===== src/rtl/reset_sequencer_pkg.sv =====
// Shared types for the reset sequencer: FSM state encoding and its width.
package reset_seq_pkg;

    localparam int STATE_W = 2;

    typedef enum logic [STATE_W-1:0] {
        HOLD    = 2'd0,
        RELEASE = 2'd1,
        RUN     = 2'd2
    } seq_state_t;

endpackage


===== src/rtl/reset_sequencer_sync_chain.sv =====
// Single-bit synchroniser: clears asynchronously, sets only through STAGES clock edges.
module reset_sync_chain #(
    parameter int STAGES = 3
) (
    input  logic clock_i,
    input  logic asynch_reset_n_i,
    input  logic d_i,
    output logic q_o
);

    logic [STAGES-1:0] chain_q;

    // Shift d_i towards the output; asynchronous clear forces the whole chain low.
    always_ff @(posedge clock_i or negedge asynch_reset_n_i) begin
        if (!asynch_reset_n_i) begin
            chain_q <= '0;
        end else begin
            chain_q <= {chain_q[STAGES-2:0], d_i};
        end
    end

    assign q_o = chain_q[STAGES-1];

endmodule


===== src/rtl/reset_sequencer.sv =====
// Top-level reset sequencer: synchronises reset and PLL lock, holds all
// outputs for MIN_ASSERT cycles, then releases them one by one.
module reset_sequencer
    import reset_seq_pkg::*;
#(
    parameter int SYNC_STAGES = 3,
    parameter int NUM_OUTPUTS = 4,
    parameter int MIN_ASSERT  = 8,
    parameter int STAGE_DELAY = 16
) (
    input  logic                   clock,
    input  logic                   asynch_reset_n,
    input  logic                   pll_locked,
    input  logic                   sw_reset_req,
    output logic [NUM_OUTPUTS-1:0] reset_n,
    output logic                   sequence_done,
    output logic                   lock_lost,
    output logic [STATE_W-1:0]     seq_state
);

    localparam int MAX_CNT = (MIN_ASSERT > STAGE_DELAY) ? MIN_ASSERT : STAGE_DELAY;
    localparam int CNT_W   = $clog2(MAX_CNT + 1);
    localparam int IDX_W   = $clog2(NUM_OUTPUTS + 1);

    localparam logic [CNT_W-1:0] MIN_LOAD   = CNT_W'(MIN_ASSERT);
    localparam logic [CNT_W-1:0] STAGE_LOAD = CNT_W'(STAGE_DELAY);
    localparam logic [CNT_W-1:0] CNT_ONE    = CNT_W'(1);
    localparam logic [IDX_W-1:0] IDX_ONE    = IDX_W'(1);
    localparam logic [IDX_W-1:0] IDX_LAST   = IDX_W'(NUM_OUTPUTS - 1);

    logic rst_sync_n;
    logic pll_sync;
    logic good;

    seq_state_t             state_q, state_d;
    logic [CNT_W-1:0]       cnt_q, cnt_d;
    logic [IDX_W-1:0]       idx_q, idx_d;
    logic [NUM_OUTPUTS-1:0] rstn_q, rstn_d;
    logic                   lock_lost_q, lock_lost_d;

    reset_sync_chain #(.STAGES(SYNC_STAGES)) u_rst_sync (
        .clock_i          (clock),
        .asynch_reset_n_i (asynch_reset_n),
        .d_i              (1'b1),
        .q_o              (rst_sync_n)
    );

    reset_sync_chain #(.STAGES(SYNC_STAGES)) u_pll_sync (
        .clock_i          (clock),
        .asynch_reset_n_i (asynch_reset_n),
        .d_i              (pll_locked),
        .q_o              (pll_sync)
    );

    assign good = rst_sync_n & pll_sync & ~sw_reset_req;

    // Next-state logic: counting in HOLD/RELEASE, abort to HOLD whenever good drops.
    always_comb begin
        state_d     = state_q;
        cnt_d       = cnt_q;
        idx_d       = idx_q;
        rstn_d      = rstn_q;
        lock_lost_d = lock_lost_q;

        // Only a lock drop seen after a completed sequence is recorded.
        if ((state_q == RUN) && !pll_sync) begin
            lock_lost_d = 1'b1;
        end

        case (state_q)
            HOLD: begin
                rstn_d = '0;
                idx_d  = '0;
                if (!good) begin
                    cnt_d = MIN_LOAD;
                end else if (cnt_q <= CNT_ONE) begin
                    // Counter reaches zero on this edge: release the first output.
                    rstn_d[0] = 1'b1;
                    idx_d     = IDX_ONE;
                    cnt_d     = STAGE_LOAD;
                    state_d   = (NUM_OUTPUTS == 1) ? RUN : RELEASE;
                end else begin
                    cnt_d = cnt_q - CNT_ONE;
                end
            end
            RELEASE: begin
                if (!good) begin
                    state_d = HOLD;
                    rstn_d  = '0;
                    cnt_d   = MIN_LOAD;
                    idx_d   = '0;
                end else if (cnt_q <= CNT_ONE) begin
                    for (int k = 0; k < NUM_OUTPUTS; k++) begin
                        if (idx_q == IDX_W'(k)) begin
                            rstn_d[k] = 1'b1;
                        end
                    end
                    idx_d = idx_q + IDX_ONE;
                    if (idx_q == IDX_LAST) begin
                        state_d = RUN;
                    end else begin
                        cnt_d = STAGE_LOAD;
                    end
                end else begin
                    cnt_d = cnt_q - CNT_ONE;
                end
            end
            RUN: begin
                rstn_d = '1;
                if (!good) begin
                    state_d = HOLD;
                    rstn_d  = '0;
                    cnt_d   = MIN_LOAD;
                    idx_d   = '0;
                end
            end
            default: begin
                state_d = HOLD;
                rstn_d  = '0;
                cnt_d   = MIN_LOAD;
                idx_d   = '0;
            end
        endcase
    end

    // State registers; asynchronous reset drops every output immediately.
    always_ff @(posedge clock or negedge asynch_reset_n) begin
        if (!asynch_reset_n) begin
            state_q     <= HOLD;
            cnt_q       <= MIN_LOAD;
            idx_q       <= '0;
            rstn_q      <= '0;
            lock_lost_q <= 1'b0;
        end else begin
            state_q     <= state_d;
            cnt_q       <= cnt_d;
            idx_q       <= idx_d;
            rstn_q      <= rstn_d;
            lock_lost_q <= lock_lost_d;
        end
    end

    assign reset_n       = rstn_q;
    assign sequence_done = (state_q == RUN);
    assign lock_lost     = lock_lost_q;
    assign seq_state     = state_q;

endmodule


===== config.mk =====
export PLATFORM = sky130hd
export DESIGN_NAME = reset_sequencer
export DESIGN_NICKNAME = d
export VERILOG_FILES = /design/src/rtl/reset_sequencer_pkg.sv /design/src/rtl/reset_sequencer_sync_chain.sv /design/src/rtl/reset_sequencer.sv
export SDC_FILE = /design/constraint.sdc
export NUM_CORES = 1
export LEC_CHECK = 0
export ABC_AREA = 1
export ABC_CLOCK_PERIOD_IN_PS = 1250
export CAP_MARGIN = 40
export CORE_ASPECT_RATIO = 0.9
export CORE_MARGIN = 2
export CORE_UTILIZATION = 35
export DETAILED_ROUTE_END_ITERATION = 16
export PLACE_DENSITY = 0.57
export REMOVE_ABC_BUFFERS = 1
export SETUP_SLACK_MARGIN = 0.1
export SLEW_MARGIN = 20
export SYNTH_ARGS = -nofsm -noshare
export SYNTH_HDL_FRONTEND = slang
export SYNTH_HIERARCHICAL = 1
export SYNTH_SLANG_ARGS = --single-unit

===== constraint.sdc =====
create_clock -name clock -period 1.25 [get_ports clock]
set_input_delay 0.1875 -clock clock [delete_from_list [all_inputs] [get_ports clock]]
set_output_delay 0.1875 -clock clock [all_outputs]
set_load 0.02 [all_outputs]

==> summary.md <==
| Metric | Value |
|---|---|
| Status | `finished with violations` |
| Failing checks | `setup timing` |
| CP most frequent cell | `nand2_2` |
| Max incr delay on CP | `400 ps` |
| Mean area per synthesized cell | `8.69 sq um` |
| Max-cap violation count | `0` |
| #FFs+latches synth | `21` |
| CP Buf/Inv Count | `1` |
| P&R area growth vs syn | `62.7%` |
| P_leak | `0.932 nW` |
| Startpoint Class | `register` |
| Post-Place Cell Area | `0.00150 sq mm` |
| Commonest non-fill, non-tap cells in the layout | `buf_4 (27), nand2_1 (26), dfrtp_1 (19)` |
| Largest net degree at the start of global routing | `22` |
| Clk_lat worst skew | `260 ps` |
| Drt initial violations | `37` |
| Setup crit end kind | `register` |
| RR Endpoint | `cnt_q[2]$_DFFE_PN0P_` |
| Top Ports | `12` |
| FF-to-FF Start | `idx_q[0]$_DFFE_PN0P_` |
| Cell family with most CP delay | `simple AND/OR/NAND/NOR gates` |
| Antenna Violating Nets Remaining | `0` |
| Layout cells sized above 1 | `0.513` |
| Multi-input logic area | `768 sq um` |
| Num CTS Buffers | `3` |
| Setup CP Type | `reg -> reg` |
| Path depth of the worst reg2reg path | `8` |
| Die Span Y | `59.3 um` |
| Initial Util | `0.360` |
| Number of synthesis warnings | `6` |
| Final Hold Viols | `0` |
| Register Area | `528 sq um` |
| GRT overflow | `0` |
| Commonest non-fill, non-tap cell in the layout | `buf_4` |
| DIE AREA | `0.00388 sq mm` |
| Clock root buffer master | `clkbuf_8` |
| Core area | `0.00330 sq mm` |
| Sequential share of the synthesized area | `0.443` |
| Diode count | `0` |
| Max IR drop VDD | `0.663 mV` |
| Drt wl/cell | `12.4 um` |
| Vias in the first global route | `1133` |
| GPL Wtd Cong | `0.811` |
| Initial antenna violation count | `0` |
| Hold buffer count at CTS | `0` |
| Worst setup margin | `-112 ps` |
| Final worst path period share | `1.09` |
| Achievable Freq | `734 MHz` |
| CTS max path bufs | `2` |
| Distinct cell type count after synthesis | `22` |
| Final Critical Period | `1360 ps` |
| Worst Path Max Fanout | `5` |
| Post-Synthesis Cells | `137` |
| Total power | `1.94 mW` |
| PD cells | `1000 mW/mm^2` |
| HP Class | `in -> async` |
| Final slew viol count | `0` |
| Setup violations, final | `13` |
| RSZ-0062 raised after global routing | `true` |
| Clock Skew | `8.41 ps` |
| Worst-path clk slew | `80 ps` |
| Post-detail-place hpwl | `1.78 mm` |
| Drt pass-1 iters | `4` |
| First-pass GRT wire length | `5.04 mm` |
| Slowest CP cell | `dfrtp_1` |
| Layout Nets | `207` |
| Vias per inst | `4.59` |
| Number of port buffers | `11` |
| Mapped Area | `0.00119 sq mm` |
| Wirelength, routed | `2.90 mm` |
| Sink Count | `21` |
| CTS tree | `yes` |
| Final Cell Area | `0.00194 sq mm` |
| Worst reg-to-reg setup slack | `-110 ps` |
| Crit path cell chain | `ha_2, ha_4, nand2_1, inv_1, nand4_1, nand2_2, nand2_2, o21ai_2` |
| H-tree Lvls | `1` |
| Vias | `1078` |
| Num rows | `20` |
| DRC violations left | `0` |
| Worst EP required | `1390 ps` |
| Worst path arrival time | `1510 ps` |
| Pre-CTS WS | `-208 ps` |
| Fillers | `289` |
| GRT Resource Usage Total | `0.170` |
| Die width | `65.5 um` |
==> cells in the mapped netlist <==
cell,count,area (sq um)
a21boi_4,1,18.8
a21oi_1,2,10.0
clkinv_4,1,8.76
conb_1,1,3.75
dfrtp_1,20,500
dfstp_2,1,26.3
ha_1,11,138
inv_1,18,67.6
inv_2,3,11.3
nand2_1,33,124
nand2_2,5,31.3
nand2_4,3,33.8
nand3_1,8,40.0
nand3b_1,1,7.51
nand4_1,5,31.3
nor2_1,8,30.0
nor2_4,1,11.3
nor2_8,1,20.0
o21ai_0,6,30.0
o21ai_1,6,30.0
o21bai_1,1,7.51
xor2_1,1,8.76
==> where the power goes <==
group,switching (mW),internal (mW)
sequential,0.0337,0.728
clock,0.213,0.227
combinational,0.378,0.360
==> registers in the layout, indices dropped and copies added (netlist names) <==
name                flops
cnt_q                   5
idx_q                   3
lock_lost               1
reset_n                 4
seq_state               2
u_pll_sync/chain_q      3
u_rst_sync/chain_q      3
==> worst reg2reg max path: stages, from the launching register on <==
cell and delay (ps):
dfrtp_1 400, ha_2 200, ha_4 160, nand2_1 60, inv_1 30, nand4_1 140, nand2_2 120, nand2_2 90
o21ai_2 50
==> per-layer routing <==
| metal | global-route usage | up-vias | wire [um] |
|---|---|---|---|
| met3 | 0.0399 | 8 | 105 |
| met5 | 0 | - | 0 |
| met2 | 0.310 | 21 | 1490 |
| met4 | 0.0446 | 0 | 70 |
| met1 | 0.203 | 507 | 1230 |
| li1 | - | 542 | - |
==> cell families after synthesis <==
| logic type | share of synthesized area |
|---|---|
| adder cells (fa/ha/maj) | 0.116 |
| AND/OR/NAND/NOR | 0.277 |
| buffers and inverters | 0.0736 |
| XOR/XNOR | 0.00736 |
| flip-flops | 0.443 |
| AO/OA/AOI/OAI | 0.0810 |
| other | 0.00315 |
==> what timing repair did <==
| item | CTS | global route |
|---|---|---|
| setup buffers | 10 | 12 |
| setup endpoints to repair | 22 | 22 |
| gates cloned | 1 | 0 |
| gates resized for setup | 67 | 35 |
| pin swaps | 18 | 21 |
==> worst max path at each step <==
stage | start | end | slack (ps) | depth (start not counted)
2_1_floorplan | seq_state[0]$_DFFE_PN0P_ | idx_q[0]$_DFFE_PN0P_ | -230 | 7
3_3_place_gp | sw_reset_req | idx_q[0]$_DFFE_PN0P_ | -200 | 8
3_5_place_dp | sw_reset_req | reset_n[1]$_DFFE_PN0P_ | -210 | 7
4_1_cts | idx_q[0]$_DFFE_PN0P_ | cnt_q[0]$_DFFE_PN0P_ | -120 | 8
5_1_grt | idx_q[0]$_DFFE_PN0P_ | cnt_q[0]$_DFFE_PN0P_ | -190 | 8
6_report | idx_q[0]$_DFFE_PN0P_ | cnt_q[2]$_DFFE_PN0P_ | -110 | 8
==> stage by stage <==
step | hold slack, ps | TNS (ps) | instances | utilization
after CTS | 279 | -905 | 226 | 0.547
after global routing | 292 | -2000 | 235 | 0.586
after detailed placement | 341 | -2750 | 211 | 0.453
after global placement | 333 | -2500 | 211 | 0.453
after floorplan | -108 | -1560 | 137 | -
final | 272 | -899 | 235 | 0.586
==> area by class of cell <==
cell class | instances | share of cell area
Tap cell | 44 | 0.0284
Sequential cell | 21 | 0.273
Clock buffer | 4 | 0.0233
Multi-Input combinational cell | 95 | 0.397
Timing Repair Buffer | 49 | 0.224
Inverter | 22 | 0.0543
Note: power is estimated with default switching activity, not from simulation.
